**config.mk**
```make
export PLATFORM = sky130hd
export DESIGN_NAME = sb_cfg_param
export DESIGN_NICKNAME = d
export VERILOG_FILES = /design/src/rtl/sb_cfg_pkg.sv /design/src/rtl/sb_cfg_mux.sv /design/src/rtl/sb_cfg_param.sv
export SDC_FILE = /design/constraint.sdc
export NUM_CORES = 1
export LEC_CHECK = 0
export CAP_MARGIN = 25
export CORE_ASPECT_RATIO = 0.75
export CORE_UTILIZATION = 35
export CTS_CLUSTER_SIZE = 28
export DETAILED_ROUTE_END_ITERATION = 6
export GPL_ROUTABILITY_DRIVEN = 0
export PLACE_DENSITY_LB_ADDON = 0.3
export SYNTH_ARGS = -nofsm -noshare
export SYNTH_HDL_FRONTEND = slang
export SYNTH_HIERARCHICAL = 1
export SYNTH_SLANG_ARGS = --single-unit
```
**constraint.sdc**
```tcl
create_clock -name prog_clk -period 1.3 [get_ports prog_clk]
set_input_delay 0.195 -clock prog_clk [delete_from_list [all_inputs] [get_ports prog_clk]]
set_output_delay 0.195 -clock prog_clk [all_outputs]
set_load 0.02 [all_outputs]
```
**src/rtl/sb_cfg_pkg.sv**
```systemverilog
`default_nettype none
// ============================================================================
//  Module      : sb_cfg_pkg
//  Description : Shared sizing helpers for the configurable switch block, so
//                the configuration-chain planner and the tile RTL derive
//                identical select widths and chain lengths.
//  Revision    : 1.0 - initial release
// ============================================================================
package sb_cfg_pkg;

    // Ceiling log2; returns 0 for values <= 1.
    function automatic int clog2(input int value);
        int r;
        r = 0;
        for (int i = 0; i < 31; i++) begin
            if ((1 << i) < value) begin
                r = i + 1;
            end
        end
        return r;
    endfunction

    // Width of one mux select field.
    function automatic int sel_w(input int mux_size);
        return clog2(mux_size);
    endfunction

    // Length of the configuration chain: one select field per mux, with
    // NUM_MUX muxes in each of the two output directions.
    function automatic int cfg_bits(input int num_mux, input int mux_size);
        return 2 * num_mux * sel_w(mux_size);
    endfunction

endpackage
`default_nettype wire

```
**src/rtl/sb_cfg_mux.sv**
```systemverilog
`default_nettype none
// ============================================================================
//  Module      : sb_cfg_mux
//  Description : MUX_SIZE:1 routing mux. A select value at or above MUX_SIZE
//                (reachable only for non-power-of-2 sizes) drives 0.
//  Ports       : i_sel  - select field
//                i_din  - mux inputs, bit 0 = channel track, 1.. = grid pins
//                o_dout - selected input
//  Revision    : 1.0 - initial release
// ============================================================================
module sb_cfg_mux #(
    parameter int MUX_SIZE = 4,
    parameter int SEL_W    = 2
) (
    input  logic [SEL_W-1:0]    i_sel,
    input  logic [MUX_SIZE-1:0] i_din,
    output logic                o_dout
);

    localparam logic [SEL_W:0] c_SEL_LIMIT = (SEL_W + 1)'(MUX_SIZE);

    // Pad to the full select range so any select value indexes a real bit.
    logic [(2**SEL_W)-1:0] w_din_pad;

    always_comb begin
        w_din_pad                 = '0;
        w_din_pad[MUX_SIZE-1:0]   = i_din;
        o_dout                    = 1'b0;
        if ({1'b0, i_sel} < c_SEL_LIMIT) begin
            o_dout = w_din_pad[i_sel];
        end
    end

endmodule
`default_nettype wire

```
**src/rtl/sb_cfg_param.sv**
```systemverilog
`default_nettype none
// ============================================================================
//  Module      : sb_cfg_param
//  Description : Parametrised double-buffered switch block for a left-edge
//                tile (right + bottom channels). Configuration shifts into a
//                shadow register and is copied to the live selects only on a
//                commit, so routing stays stable while reprogramming.
//  Ports       : prog_clk / prog_reset     - clock, sync active-high reset
//                ccff_head / ccff_en       - serial config in, shift enable
//                cfg_commit                - copy shadow to active selects
//                chanx_right_in / chany_bottom_in   - incoming channels
//                right_pin_in / bottom_pin_in       - grid pins to the muxes
//                chanx_right_out / chany_bottom_out - outgoing channels
//                ccff_tail                 - serial config out
//                cfg_ready                 - full configuration shifted in
//                cfg_err                   - sticky configuration error
//  Revision    : 1.0 - initial release
// ============================================================================
module sb_cfg_param
    import sb_cfg_pkg::*;
#(
    parameter int CHAN_W   = 9,
    parameter int MUX_SIZE = 4,
    parameter int NUM_MUX  = 2
) (
    input  logic                            prog_clk,
    input  logic                            prog_reset,
    input  logic                            ccff_head,
    input  logic                            ccff_en,
    input  logic                            cfg_commit,
    input  logic [CHAN_W-1:0]               chanx_right_in,
    input  logic [CHAN_W-1:0]               chany_bottom_in,
    input  logic [NUM_MUX*(MUX_SIZE-1)-1:0] right_pin_in,
    input  logic [NUM_MUX*(MUX_SIZE-1)-1:0] bottom_pin_in,
    output logic [CHAN_W-1:0]               chanx_right_out,
    output logic [CHAN_W-1:0]               chany_bottom_out,
    output logic                            ccff_tail,
    output logic                            cfg_ready,
    output logic                            cfg_err
);

    localparam int SEL_W    = sel_w(MUX_SIZE);
    localparam int CFG_BITS = cfg_bits(NUM_MUX, MUX_SIZE);
    localparam int CNT_W    = clog2(CFG_BITS + 1);
    localparam int PINS     = MUX_SIZE - 1;

    localparam logic [CNT_W-1:0] c_CNT_FULL  = CNT_W'(CFG_BITS);
    localparam logic [CNT_W-1:0] c_CNT_ONE   = CNT_W'(1);
    localparam logic [SEL_W:0]   c_SEL_LIMIT = (SEL_W + 1)'(MUX_SIZE);

    logic [CFG_BITS-1:0] r_shadow;
    logic [CFG_BITS-1:0] r_active;
    logic [CNT_W-1:0]    r_cnt;
    logic                r_err;
    logic                w_full;
    logic                w_shadow_bad;

    assign w_full = (r_cnt == c_CNT_FULL);

    // Flags a shadow image containing any select that has no mux input.
    always_comb begin
        w_shadow_bad = 1'b0;
        for (int m = 0; m < 2 * NUM_MUX; m++) begin
            if ({1'b0, r_shadow[m*SEL_W +: SEL_W]} >= c_SEL_LIMIT) begin
                w_shadow_bad = 1'b1;
            end
        end
    end

    // Commit and shift may coincide: the commit sees pre-edge shadow and
    // count, and an accepted commit then restarts the count at the bit that
    // was shifted on the same edge.
    always_ff @(posedge prog_clk) begin
        if (prog_reset) begin
            r_shadow <= '0;
            r_active <= '0;
            r_cnt    <= '0;
            r_err    <= 1'b0;
        end else begin
            if (ccff_en) begin
                r_shadow <= {r_shadow[CFG_BITS-2:0], ccff_head};
            end
            if (cfg_commit && w_full) begin
                r_active <= r_shadow;
                r_cnt    <= ccff_en ? c_CNT_ONE : '0;
                if (w_shadow_bad) begin
                    r_err <= 1'b1;
                end
            end else begin
                if (cfg_commit) begin
                    r_err <= 1'b1;
                end
                if (ccff_en && !w_full) begin
                    r_cnt <= r_cnt + c_CNT_ONE;
                end
            end
        end
    end

    assign ccff_tail = r_shadow[CFG_BITS-1];
    assign cfg_ready = w_full;
    assign cfg_err   = r_err;

    // Muxed tracks: right mux i takes bottom-channel track CHAN_W-2-i on
    // select 0, its own grid pins otherwise; bottom muxes mirror this.
    for (genvar i = 0; i < NUM_MUX; i++) begin : g_mux
        logic [MUX_SIZE-1:0] w_right_din;
        logic [MUX_SIZE-1:0] w_bottom_din;

        assign w_right_din  = {right_pin_in[i*PINS +: PINS],
                               chany_bottom_in[CHAN_W-2-i]};
        assign w_bottom_din = {bottom_pin_in[i*PINS +: PINS],
                               chanx_right_in[CHAN_W-2-i]};

        sb_cfg_mux #(
            .MUX_SIZE (MUX_SIZE),
            .SEL_W    (SEL_W)
        ) u_right_mux (
            .i_sel  (r_active[i*SEL_W +: SEL_W]),
            .i_din  (w_right_din),
            .o_dout (chanx_right_out[i])
        );

        sb_cfg_mux #(
            .MUX_SIZE (MUX_SIZE),
            .SEL_W    (SEL_W)
        ) u_bottom_mux (
            .i_sel  (r_active[(NUM_MUX+i)*SEL_W +: SEL_W]),
            .i_din  (w_bottom_din),
            .o_dout (chany_bottom_out[i])
        );
    end

    // Unmuxed tracks turn the corner with index reversal.
    for (genvar k = NUM_MUX; k <= CHAN_W - 2; k++) begin : g_pass
        assign chany_bottom_out[k] = chanx_right_in[CHAN_W-2-k];
        assign chanx_right_out[k]  = chany_bottom_in[CHAN_W-2-k];
    end

    // Top track turns the corner without reversal.
    assign chany_bottom_out[CHAN_W-1] = chanx_right_in[CHAN_W-1];
    assign chanx_right_out[CHAN_W-1]  = chany_bottom_in[CHAN_W-1];

endmodule
`default_nettype wire
```
; ---- Yosys cells after proc, flatten, opt, wreduce, memory -nomap -nowiden
; Cells that the tools add are included.
[word_totals]
register_bits = 21
latch_bits = 0
ram_bits = 0
rom_bits = 0
inputBits = 35
output_inout_bits = 21
elab_cells = 27
n_memories = 0
[classes]
add_sub_neg = 1
multipliers = 0
div_mod_pow = 0
magnitude_cmp = 4
eq_ne = 1
shift = 0
muxes = 11
bitwise_logic = 1
reduce_logical = 5
[op_table]
columns = operator, n
row1 = less-than comparator 2 x 3 -> 1 bit (second input constant), 4
row2 = binary-select mux 1 bit (select 2 bit), 4
row3 = 2-to-1 mux 4 bit, 2
row4 = 2-to-1 mux 1 bit, 5
row5 = adder 4 x 1 -> 4 bit (second input constant), 1
row6 = equality test 4 bit (second input constant), 1
row7 = logical AND 1 bit, 2
row8 = AND reduction 2 bit, 1
row9 = nonzero test 2 bit, 1
row10 = logical NOT 1 bit, 1
row11 = inverter 1 bit, 1

; ---- Logic depth before layout (Yosys ltp)
; Gate-level depths: netlist of run 1.
[depth]
ltp_word = 5
mapped_depth = 6
ltp_nobuf = 6

; ---- Modules after synthesis
; Netlist of run 1, hierarchy kept.
[modules_own_cells]
columns = module, instances, cells_each, area_per_inst_um2, seq_area_each_um2
row1 = sb_cfg_param, 1, 106, 965.9, 420.4
row2 = sb_cfg_mux, 4, 1, 22.5, 0.0

; ---- Worst setup path after synthesis of run 1
; Ideal clock, no wire load.
[synth_path]
path_kind = register -> register
from = reg r_cnt[0]
to = reg r_active[6]
setup_time_ps = 131
arrival_time_ps = 1131
required_ps = 1169
slack_ps = 38
stages_incl_launch_ff = 7
n_path_buf = 1
synth_period_minus_slack_ps = 1262
path_cell_list = dfxtp_1 > inv_1 > ha_1 > and4b_1 > buf_4 > nand2_1 > a21oi_2
[synth_via]
elab_chain_cells = 2
[synth_lines]
columns = item, line_no
row1 = from (decl), sb_cfg_param.sv:53  ; logic [CNT_W-1:0] r_cnt;
row2 = from (signal assigned), sb_cfg_param.sv:85  ; r_cnt <= ccff_en ? c_CNT_ONE : '0;
row3 = from (signal assigned), sb_cfg_param.sv:94  ; r_cnt <= r_cnt + c_CNT_ONE;
row4 = equality test 4 bit, sb_cfg_param.sv:58  ; assign w_full = (r_cnt == c_CNT_FULL);
row5 = logical AND 1 bit, sb_cfg_param.sv:83  ; if (cfg_commit && w_full) begin
row6 = to (signal assigned), sb_cfg_param.sv:84  ; r_active <= r_shadow;
row7 = to (decl), sb_cfg_param.sv:52  ; logic [CFG_BITS-1:0] r_active;
; Every way passes these cells.
; A chain may end at the register's enable or synchronous reset.

; ---- Worst setup path after layout of run 1
[layout_path]
from = reg r_active[4]
to = out chany_bottom_out[0]
[layout_via]
elab_chain_cells = 2
[layout_lines]
columns = item, line_no
row1 = binary-select mux 1 bit (select 2 bit), sb_cfg_mux.sv:30  ; o_dout = w_din_pad[i_sel];
row2 = 2-to-1 mux 1 bit (not written as such), sb_cfg_mux.sv:30
row3 = to (decl), sb_cfg_param.sv:36  ; output logic [CHAN_W-1:0] chany_bottom_out,
; Every way passes these cells. The select of a mux whose other input is x is not followed.

==> out/summary.txt, run 1 <==
status - complete, but fails checks
failing checks - negative setup slack
Area after DPL - 0.001371 mm2
leak pwr - 0.6621 nW
RSZ-0062 raised after global routing - true
fin area - 0.001538 mm2
Die H - 49.57 um
CTS Buf Count - 3
initial antenna violation count - 0
most common cell in the netlist - dfxtp_1
Final Hold Vio Count - 0
Top delay family on crit path - multiplexers
vias in the first global route - 802
flops & latches, synth - 21
Post-synth EDFFs - 0
post-DR wirelength/cell - 12.68 um
DRC viols - 0
IO buf count - 27
Post-synth ARST share - 0%
dominant cells by area after synthesis - dfxtp_1 40%, buf_4 11%, mux4_2 8.5%, mux2i_1 7.6%, nand2_1 7.1%
WP depth - 2
Iter 0 DRT Violations - 18
Synth area leader - dfxtp_1
period utilisation layout - 111.1%
sequential share of the synthesized area - 39.81%
Synth Warn # - 6
Final ANT Viol Nets - 0
post-layout util - 56.07%
final worst clock skew - 0.001712 ns
Worst-path clk slew - 0.08 ns
synthesized area per cell - 9.600 um2
setup TNS - -0.5733 ns
Period minus WS final - 1.445 ns
fmax - 692.2 MHz
Final setup viols - 4
Yosys cell types - 23
Worst Tran Pin Value - 0.2719 ns
fin worst setup slack - -0.1447 ns
Final #Nets - 183
Post-synth top cells - 21 x dfxtp_1, 20 x nand2_1, 16 x buf_4
row count - 16
Pre-antenna DRT Iters - 2
Layout fillers - 232
CP Data Arrival Time - 1.25 ns
ant diodes - 0
Area Overhead vs Synth - 45.62%
startpoint types - flop
largest net degree at the start of global routing - 13
share of post-route cells with drive strength above 1 - 42.07%
share of the synthesized area in the top cell type - 39.81%
clock sink count - 21
CTS tree - built
via count - 858
first-pass GRT wire length - 3.532 mm
PwrDens - 845.2 mW/mm2
maximum vdd drop - 0.3830 mV
Mapped Cells - 110
worst-path cell chain - mux4_2, buf_6
Slew HR - 81.81%
CP Buf/Inv Count - 1
Post-Syn Area - 0.001056 mm2
Hold Path Class - in2out
CP Max Fanout - 2
CTS H-tree lvls - 1
depth of the worst hold-timing path - 0
drt via density - 4.740
post-synthesis net count - 147
Slew Limit Fails - 0
die width - 65.43 um
CP required - 1.11 ns
Clock Path Buffers - 2
highest-delay cell along the critical path - mux4_2
critical path type - reg2out
worst-skew pair later-pin latency - 0.26 ns
DRT Wirelength - 2.295 mm
num ports - 56
Post-DP HPWL - 1.675 mm
root buffer cell - clkbuf_8
crit path capture type - primary output
Core Area - 0.002743 mm2
Total GRT Usage - 14.40%
Die Area - 0.003243 mm2
Starting Density - 38.50%
Reg2Reg Depth - 7
# hold bufs at CTS - 0
Max Cap Viol - 0
Top FF cell, synth - dfxtp_1
global route overflow - 0
slowest cell delay on critical path - 0.50 ns
==> sequential cells by signal, summed over array words and instances (netlist names) <==
name and cells:
r_shadow 8, cfg_err 1, r_active 8, r_cnt 4
==> path summary, 6_finish.rpt <==
check | from | to | slack, ns
worst max-delay path | r_active[4] | chany_bottom_out[0] | -0.14
worst min-delay path | chany_bottom_in[5] | chanx_right_out[2] | 0.39
worst max register to register | r_cnt[0] | r_active[0] | 0
worst min register to register | r_shadow[6] | r_active[6] | 0.47
==> cells in the final DEF (no fill, tap or decap), types with 2 or more instances in the layout <==
| master | synthesis | layout |
|---|---|---|
| clkdlybuf4s50_1 | 0 | 20 |
| buf_4 | 16 | 18 |
| nand2_1 | 20 | 16 |
| dfxtp_1 | 21 | 15 |
| nor2_1 | 9 | 9 |
| buf_6 | 0 | 9 |
| mux2i_1 | 8 | 8 |
| dfxtp_2 | 0 | 6 |
| a21oi_1 | 9 | 5 |
| a21oi_2 | 1 | 5 |
| mux4_2 | 4 | 4 |
| clkbuf_8 | 0 | 3 |
| inv_2 | 0 | 2 |
| nand2b_1 | 2 | 2 |
| nor3_1 | 3 | 2 |
| nand2_2 | 0 | 2 |
| nand2_4 | 0 | 2 |
| xor2_1 | 2 | 2 |
| dlygate4sd2_1 | 0 | 2 |
==> routing by layer <==
| layer | vias up | wire length (um) | GRT usage [%] |
|---|---|---|---|
| met5 | - | 0 | 0 |
| met4 | 0 | 51 | 9.420 |
| met3 | 6 | 114 | 2.083 |
| met2 | 21 | 1088 | 23.37 |
| met1 | 400 | 1040 | 17.64 |
| li1 | 431 | - | - |
==> stage by stage <==
stage | power (mW) | hold WS, ns | worst slack, ns | std cells
2_1_floorplan | 0.8156 | 0.3357 | 0.03845 | 110
4_1_cts | 1.301 | 0.3902 | -0.1550 | 177
6_report | 1.300 | 0.3900 | -0.1447 | 181
3_5_place_dp | 0.8704 | 0.3902 | -0.5015 | 172
3_3_place_gp | 0.8634 | 0.3902 | -0.4919 | 172
5_1_grt | 1.364 | 0.3900 | -0.1889 | 181
==> worst reg2reg max path: cells and delay by family (launching register included) <==
kind / cells / cell delay, ns
AOI/OAI and AO/OA: 1 / 0.11
buffers and inverters: 3 / 0.31
DFF: 1 / 0.33
adders and majority gates: 1 / 0.16
and+or+nand+nor: 2 / 0.32
==> logic make-up (layout without fill, tap and decap cells) <==
kind of cell    Yosys count  in the layout  synth area share (%)
flops                    21             21                 39.81
simple gates             40             40                 20.02
mux                      12             12                 16.11
fa+ha+maj                 2              2                 2.369
xor+xnor                  2              2                 1.659
compound gates           12             12                 6.872
buf+inv                  21             56                 13.15
==> timing repair <==
item	in CTS	in global routing
pin swaps	1	7
resized for setup	43	18
setup buffers	1	3
cloned	0	1
setup endpoints to repair	17	15
==> area by class of cell <==
cell class | count | area (um2) | share of cell area, %
clock buffers | 3 | 41.29 | 2.685
clock inverters | 1 | 5.005 | 0.3255
inverters | 3 | 13.76 | 0.8950
multi-input cells | 68 | 550.5 | 35.80
flip-flops and latches | 21 | 427.9 | 27.83
well taps | 36 | 45.04 | 2.929
repair buffers | 49 | 454.2 | 29.54
==> where the power goes <==
part	switching [mW]	internal, mW	leakage (nW)	total [mW]
logic	0.0795	0.129	0.464	0.208
clock network	0.215	0.214	0.0255	0.428
registers	0.00846	0.655	0.173	0.663
total	0.303	0.997	0.662	1.30
Note: power is estimated with default switching activity, not from simulation.
==> inputs of run 2 (changes only) <==
--- a/config.mk
+++ b/config.mk
@@ -14,5 +14,4 @@
 export PLACE_DENSITY_LB_ADDON = 0.3
 export SYNTH_ARGS = -nofsm -noshare
 export SYNTH_HDL_FRONTEND = slang
-export SYNTH_HIERARCHICAL = 1
 export SYNTH_SLANG_ARGS = --single-unit
==> out/summary.txt, run 2 <==
status - complete, but fails checks (unchanged)
failing checks - negative setup slack (unchanged)
CP required - 1.11 ns (about the same)
die width - 65.84 um (was 65.43 um)
reg2reg start - r_cnt[1] (was r_cnt[0])
CP Data Arrival Time - 1.24 ns (was 1.25 ns)
final worst clock skew - 0.004567 ns (was 0.001712 ns)
most common cell after layout, fill and taps aside - nand2_1 (was clkdlybuf4s50_1)
Post-synth ARST share - 0% (unchanged)
Iter 0 DRT Violations - 16 (was 18)
global route overflow - 0 (unchanged)
largest net degree at the start of global routing - 16 (was 13)
Max Cap Viol - 0 (unchanged)
post-synthesis net count - 153 (was 147)
initial antenna violation count - 0 (unchanged)
Worst-path clk slew - 0.07 ns (was 0.08 ns)
Clock Path Buffers - 2 (unchanged)
Final ANT Viol Nets - 0 (unchanged)
Core Area - 0.002743 mm2 (unchanged)
root buffer cell - clkbuf_8 (unchanged)
flops & latches, synth - 21 (unchanged)
Synth area leader - dfxtp_1 (unchanged)
Top FF cell, synth - dfxtp_1 (unchanged)
Top Registers - r_active: 8 flops, r_shadow: 8 flops, r_cnt: 4 flops (unchanged)
Area Overhead vs Synth - 38.71% (was 45.62%)
Period minus WS final - 1.433 ns (was 1.445 ns)
Post-Syn Area - 0.001070 mm2 (was 0.001056 mm2)
area of the multi-input gates - 535.5 um2 (was 550.5 um2)
Post-synth EDFFs - 0 (unchanged)
CTS tree - built (unchanged)
Mapped Cells - 116 (was 110)
worst-skew pair later-pin latency - 0.25 ns (was 0.26 ns)
Register Area - 427.9 um2 (unchanged)
Slew HR - 86.10% (was 81.81%)
sequential share of the synthesized area - 39.30% (was 39.81%)
Post-DP HPWL - 1.588 mm (was 1.675 mm)
CTS Buf Count - 3 (unchanged)
dominant cells by area after synthesis - dfxtp_1 39%, buf_4 13%, mux4_2 8.4%, mux2i_1 7.5%, nand2_1 7.4% (was dfxtp_1 40%, buf_4 11%, mux4_2 8.5%, mux2i_1 7.6%, nand2_1 7.1%)
post-DR wirelength/cell - 12.37 um (was 12.68 um)
reg2reg setup slack - -0.10 ns (was 0 ns)
startpoint types - flop (unchanged)
reg2reg end - r_cnt[1] (was r_active[0])
first-pass GRT wire length - 3.608 mm (was 3.532 mm)
Synth Warn # - 0 (was 6)
Yosys cell types - 26 (was 23)
commonest cells after routing, fill and taps aside - 21 x nand2_1, 20 x clkdlybuf4s50_1, 15 x dfxtp_1 (was 20 x clkdlybuf4s50_1, 18 x buf_4, 16 x nand2_1)
fmax - 697.6 MHz (was 692.2 MHz)
Top delay family on crit path - multiplexers (unchanged)
Die Area - 0.003284 mm2 (was 0.003243 mm2)
CP Buf/Inv Count - 1 (unchanged)
Reg2Reg Depth - 7 (unchanged)
leak pwr - 0.5948 nW (was 0.6621 nW)
hold path startpoint - chany_bottom_in[1] (was chany_bottom_in[5])
ant diodes - 0 (unchanged)
Post-synth top cells - 21 x dfxtp_1, 21 x nand2_1, 18 x buf_4 (was 21 x dfxtp_1, 20 x nand2_1, 16 x buf_4)
synthesized area per cell - 9.222 um2 (was 9.600 um2)
share of post-route cells with drive strength above 1 - 33.10% (was 42.07%)
Worst Hold Endpoint - chanx_right_out[6] (was chanx_right_out[2])
Starting Density - 39.01% (was 38.50%)
PwrDens - 864.8 mW/mm2 (was 845.2 mW/mm2)
Die H - 49.88 um (was 49.57 um)
DRT Wirelength - 2.202 mm (was 2.295 mm)
CTS H-tree lvls - 1 (unchanged)
row count - 16 (unchanged)
Slew Limit Fails - 0 (unchanged)
period utilisation layout - 110.3% (was 111.1%)
Power, Total - 1.283 mW (was 1.300 mW)
crit path capture type - primary output (unchanged)
highest-delay cell along the critical path - mux4_2 (unchanged)
vias in the first global route - 845 (was 802)
Total GRT Usage - 14.64% (was 14.40%)
maximum vdd drop - 0.8031 mV (was 0.3830 mV)
critical path type - reg2out (unchanged)
RSZ-0062 raised after global routing - true (unchanged)
depth of the worst hold-timing path - 0 (unchanged)
post-layout util - 54.11% (was 56.07%)
num ports - 56 (unchanged)
CP Max Fanout - 2 (unchanged)
Final #Nets - 180 (was 183)
fin worst setup slack - -0.1334 ns (was -0.1447 ns)
drt via density - 4.860 (was 4.740)
via count - 865 (was 858)
Worst Tran Pin Value - 0.2066 ns (was 0.2719 ns)
Layout fillers - 263 (was 232)
Final Hold Vio Count - 0 (unchanged)
slowest cell delay on critical path - 0.50 ns (about the same)
Hold Path Class - in2out (unchanged)
IO buf count - 27 (unchanged)
Final setup viols - 6 (was 4)
worst-path cell chain - mux4_2, buf_6 (unchanged)
DRC viols - 0 (unchanged)
share of the synthesized area in the top cell type - 39.30% (was 39.81%)
clock sink count - 21 (unchanged)
Pre-antenna DRT Iters - 4 (was 2)
run 2: logic make-up after synthesis:
logic type	synth area share, %
muxes	15.91
buffers and inverters	15.91
DFF	39.30
and+or+nand+nor	18.25
AOI/OAI and AO/OA	8.305
adders and majority gates	2.339
run 2: layout make-up:
cell class | count | area share, %
clock buffers | 4 | 3.035
inverters | 4 | 1.180
multi-input cells | 69 | 36.09
flip-flops and latches | 21 | 28.84
well taps | 36 | 3.035
repair buffers | 44 | 27.82
run 2: layer usage:
| layer | GRT usage [%] | part of all wire [%] | wire length, um |
|---|---|---|---|
| met1 | 17.61 | 42 | 921 |
| met2 | 25.00 | 50 | 1110 |
| met3 | 3.009 | 5.9 | 129 |
| met4 | 6.159 | 1.9 | 41 |
| met5 | 0 | 0 | 0 |
run 2: where the power goes:
part	total (mW)	switching [mW]	internal, mW	leakage, nW
Combinational	0.209	0.0813	0.128	0.399
Sequential	0.664	0.00826	0.656	0.173
Clock	0.410	0.192	0.218	0.0228
Total	1.28	0.282	1.00	0.595
run 2: what timing repair did:
item | 4_1_cts | 5_1_grt
buffers inserted | 4 | 2
pin swaps | 3 | 3
hold buffers | 0 | 0
endpoints found under the setup margin | 19 | 17
resized for setup | 42 | 7
run 2: how the worst max path moves through the flow:
stage	start	slack, ns	cells after the start	to
after floorplan	r_cnt[1]	0.005	6	r_cnt[1]
after global placement	right_pin_in[2]	-0.49	3	chanx_right_out[0]
after detailed placement	right_pin_in[5]	-0.50	3	chanx_right_out[1]
after CTS	r_active[2]	-0.15	2	chanx_right_out[1]
after global routing	r_active[6]	-0.18	2	chany_bottom_out[1]
final	r_active[2]	-0.13	2	chanx_right_out[1]
run 2: metrics by stage:
stage	hold WS (ns)	setup TNS [ns]	area (um2)	setup WS (ns)	std cells
after CTS	0.3902	-0.7226	1443	-0.1467	176
final	0.3900	-0.6309	1484	-0.1334	178
after floorplan	0.3221	0	1085	0.004917	116
after global routing	0.3900	-0.9211	1484	-0.1838	178
after detailed placement	0.3902	-3.957	1338	-0.5001	169
after global placement	0.3902	-3.483	1338	-0.4912	169
==> inputs of run 3 (changes only) <==
--- a/config.mk
+++ b/config.mk
@@ -11,7 +11,7 @@
 export CTS_CLUSTER_SIZE = 28
 export DETAILED_ROUTE_END_ITERATION = 6
 export GPL_ROUTABILITY_DRIVEN = 0
-export PLACE_DENSITY_LB_ADDON = 0.3
+export PLACE_DENSITY = 0.75
 export SYNTH_ARGS = -nofsm -noshare
 export SYNTH_HDL_FRONTEND = slang
 export SYNTH_SLANG_ARGS = --single-unit
==> out/summary.txt, run 3 (synthesized netlist as in run 2, its figures left out) <==
maximum vdd drop - 0.4066 mV (was 0.8031 mV)
period utilisation layout - 111.4% (was 110.3%)
row count - 16 (unchanged)
DRC viols - 0 (unchanged)
Register Area - 427.9 um2 (unchanged)
IO buf count - 27 (unchanged)
P_int - 1.004 mW (was 1.001 mW)
Worst Tran Pin Value - 0.1977 ns (was 0.2066 ns)
Die Area - 0.003284 mm2 (unchanged)
CP required - 1.11 ns (about the same)
slowest cell delay on critical path - 0.50 ns (about the same)
CTS H-tree lvls - 1 (unchanged)
leak pwr - 0.5951 nW (was 0.5948 nW)
post-DR wirelength/cell - 13.03 um (was 12.37 um)
Core Area - 0.002743 mm2 (unchanged)
Worst-path clk slew - 0.07 ns (about the same)
fmax - 690.6 MHz (was 697.6 MHz)
setup TNS - -0.5879 ns (was -0.6309 ns)
area of the multi-input gates - 539.3 um2 (was 535.5 um2)
sw frac - 22.51% (was 21.96%)
ant diodes - 0 (unchanged)
most common cell after layout, fill and taps aside - clkdlybuf4s50_1 (was nand2_1)
startpoint types - flop (unchanged)
Final ANT Viol Nets - 0 (unchanged)
sequential share of power - 51.2% (was 51.7%)
failing checks - negative setup slack (unchanged)
Slew Limit Fails - 0 (unchanged)
Period minus WS final - 1.448 ns (was 1.433 ns)
via count - 880 (was 865)
Final setup viols - 5 (was 6)
largest net degree at the start of global routing - 14 (was 16)
Top delay family on crit path - multiplexers (unchanged)
first-pass GRT wire length - 3.746 mm (was 3.608 mm)
Final #Nets - 180 (unchanged)
sw power - 0.2915 mW (was 0.2818 mW)
Hold Path Class - in2out (unchanged)
initial antenna violation count - 0 (unchanged)
fin worst setup slack - -0.1480 ns (was -0.1334 ns)
vias in the first global route - 866 (was 845)
Final Hold Vio Count - 0 (unchanged)
status - complete, but fails checks (unchanged)
Clock Path Buffers - 2 (unchanged)
global route overflow - 0 (unchanged)
CP Data Arrival Time - 1.25 ns (was 1.24 ns)
Total GRT Usage - 15.09% (was 14.64%)
Die H - 49.88 um (unchanged)
Clock Power Share - 31.9% (about the same)
worst-path cell chain - mux4_2, buf_6 (unchanged)
RSZ-0062 raised after global routing - true (unchanged)
highest-delay cell along the critical path - mux4_2 (unchanged)
PwrDens - 869.9 mW/mm2 (was 864.8 mW/mm2)
CP Max Fanout - 2 (unchanged)
Iter 0 DRT Violations - 21 (was 16)
Post-DP HPWL - 1.769 mm (was 1.588 mm)
crit path capture type - primary output (unchanged)
CTS tree - built (unchanged)
Comb power frac - 16.8% (was 16.3%)
Starting Density - 39.01% (unchanged)
post-layout util - 54.29% (was 54.11%)
# hold bufs at CTS - 0 (unchanged)
DRT Wirelength - 2.319 mm (was 2.202 mm)
CTS Buf Count - 3 (unchanged)
Area Overhead vs Synth - 39.18% (was 38.71%)
die width - 65.84 um (unchanged)
final hold slack - 0.3900 ns (unchanged)
clock sink count - 21 (unchanged)
root buffer cell - clkbuf_8 (unchanged)
num ports - 56 (unchanged)
CP Buf/Inv Count - 1 (unchanged)
worst-skew pair later-pin latency - 0.25 ns (about the same)
Pre-antenna DRT Iters - 4 (unchanged)
commonest cells after routing, fill and taps aside - 20 x clkdlybuf4s50_1, 19 x nand2_1, 15 x dfxtp_1 (was 21 x nand2_1, 20 x clkdlybuf4s50_1, 15 x dfxtp_1)
critical path type - reg2out (unchanged)
Top Registers - r_active: 8 flops, r_shadow: 8 flops, r_cnt: 4 flops (unchanged)
final worst clock skew - 0.003118 ns (was 0.004567 ns)
Slew HR - 86.70% (was 86.10%)
Max Cap Viol - 0 (unchanged)
share of post-route cells with drive strength above 1 - 35.21% (was 33.10%)
Layout fillers - 249 (was 263)
drt via density - 4.944 (was 4.860)
-- run 3: cell types whose count changed in the layout (fill, tap and decap cells not counted), sizes merged --
cell and change:
clkinv +1, clkbuf -1
-- run 3: repair_timing --
action / CTS / global route
setup endpoints to repair: 19 / 16
gates cloned: 0 / 0
setup buffers: 2 / 1
pin swaps: 3 / 5
gates resized for setup: 38 / 13
-- run 3: cell type report --
cell class	instances	area share, %
Inverter	4	1.176
Tap cell	36	3.025
Clock buffer	3	2.773
Clock inverter	1	0.3361
Sequential cell	21	28.74
Timing Repair Buffer	44	27.73
Multi-Input combinational cell	69	36.22
-- run 3: power by group through the flow --
stage                     Clock, mW  Sequential [mW]  Combinational [mW]
after floorplan                   0            0.683               0.147
after global placement            0            0.678               0.194
after detailed placement          0            0.678               0.202
after CTS                     0.429            0.663               0.208
after global routing          0.457            0.665               0.235
final                         0.413            0.664               0.218
-- run 3: stage by stage --
| stage | worst slack, ns | instances | total power, mW | area, um2 |
|---|---|---|---|---|
| after detailed placement | -0.5101 | 172 | 0.8801 | 1360 |
| final | -0.1480 | 178 | 1.295 | 1489 |
| after global placement | -0.4923 | 172 | 0.8720 | 1360 |
| after floorplan | 0.004917 | 116 | 0.8291 | 1085 |
| after CTS | -0.1617 | 177 | 1.300 | 1426 |
| after global routing | -0.1849 | 178 | 1.358 | 1489 |
-- run 3: final timing paths --
kind,startpoint,to,slack [ns],cells past startpoint
worst max-delay path,r_active[0],chanx_right_out[0],-0.15,2
worst min register to register,r_active[1],r_active[1],0.47,2
worst min-delay path,chany_bottom_in[3],chanx_right_out[4],0.39,0
worst max register to register,r_cnt[1],r_cnt[1],-0.05,6
-- run 3: metal layers --
| metal | vias up | wire, um | track usage, % |
|---|---|---|---|
| li1 | 432 | - | - |
| met1 | 414 | 968 | 17.07 |
| met2 | 28 | 1171 | 27.38 |
| met3 | 6 | 145 | 3.935 |
| met4 | 0 | 34 | 4.348 |
| met5 | - | 0 | 0 |
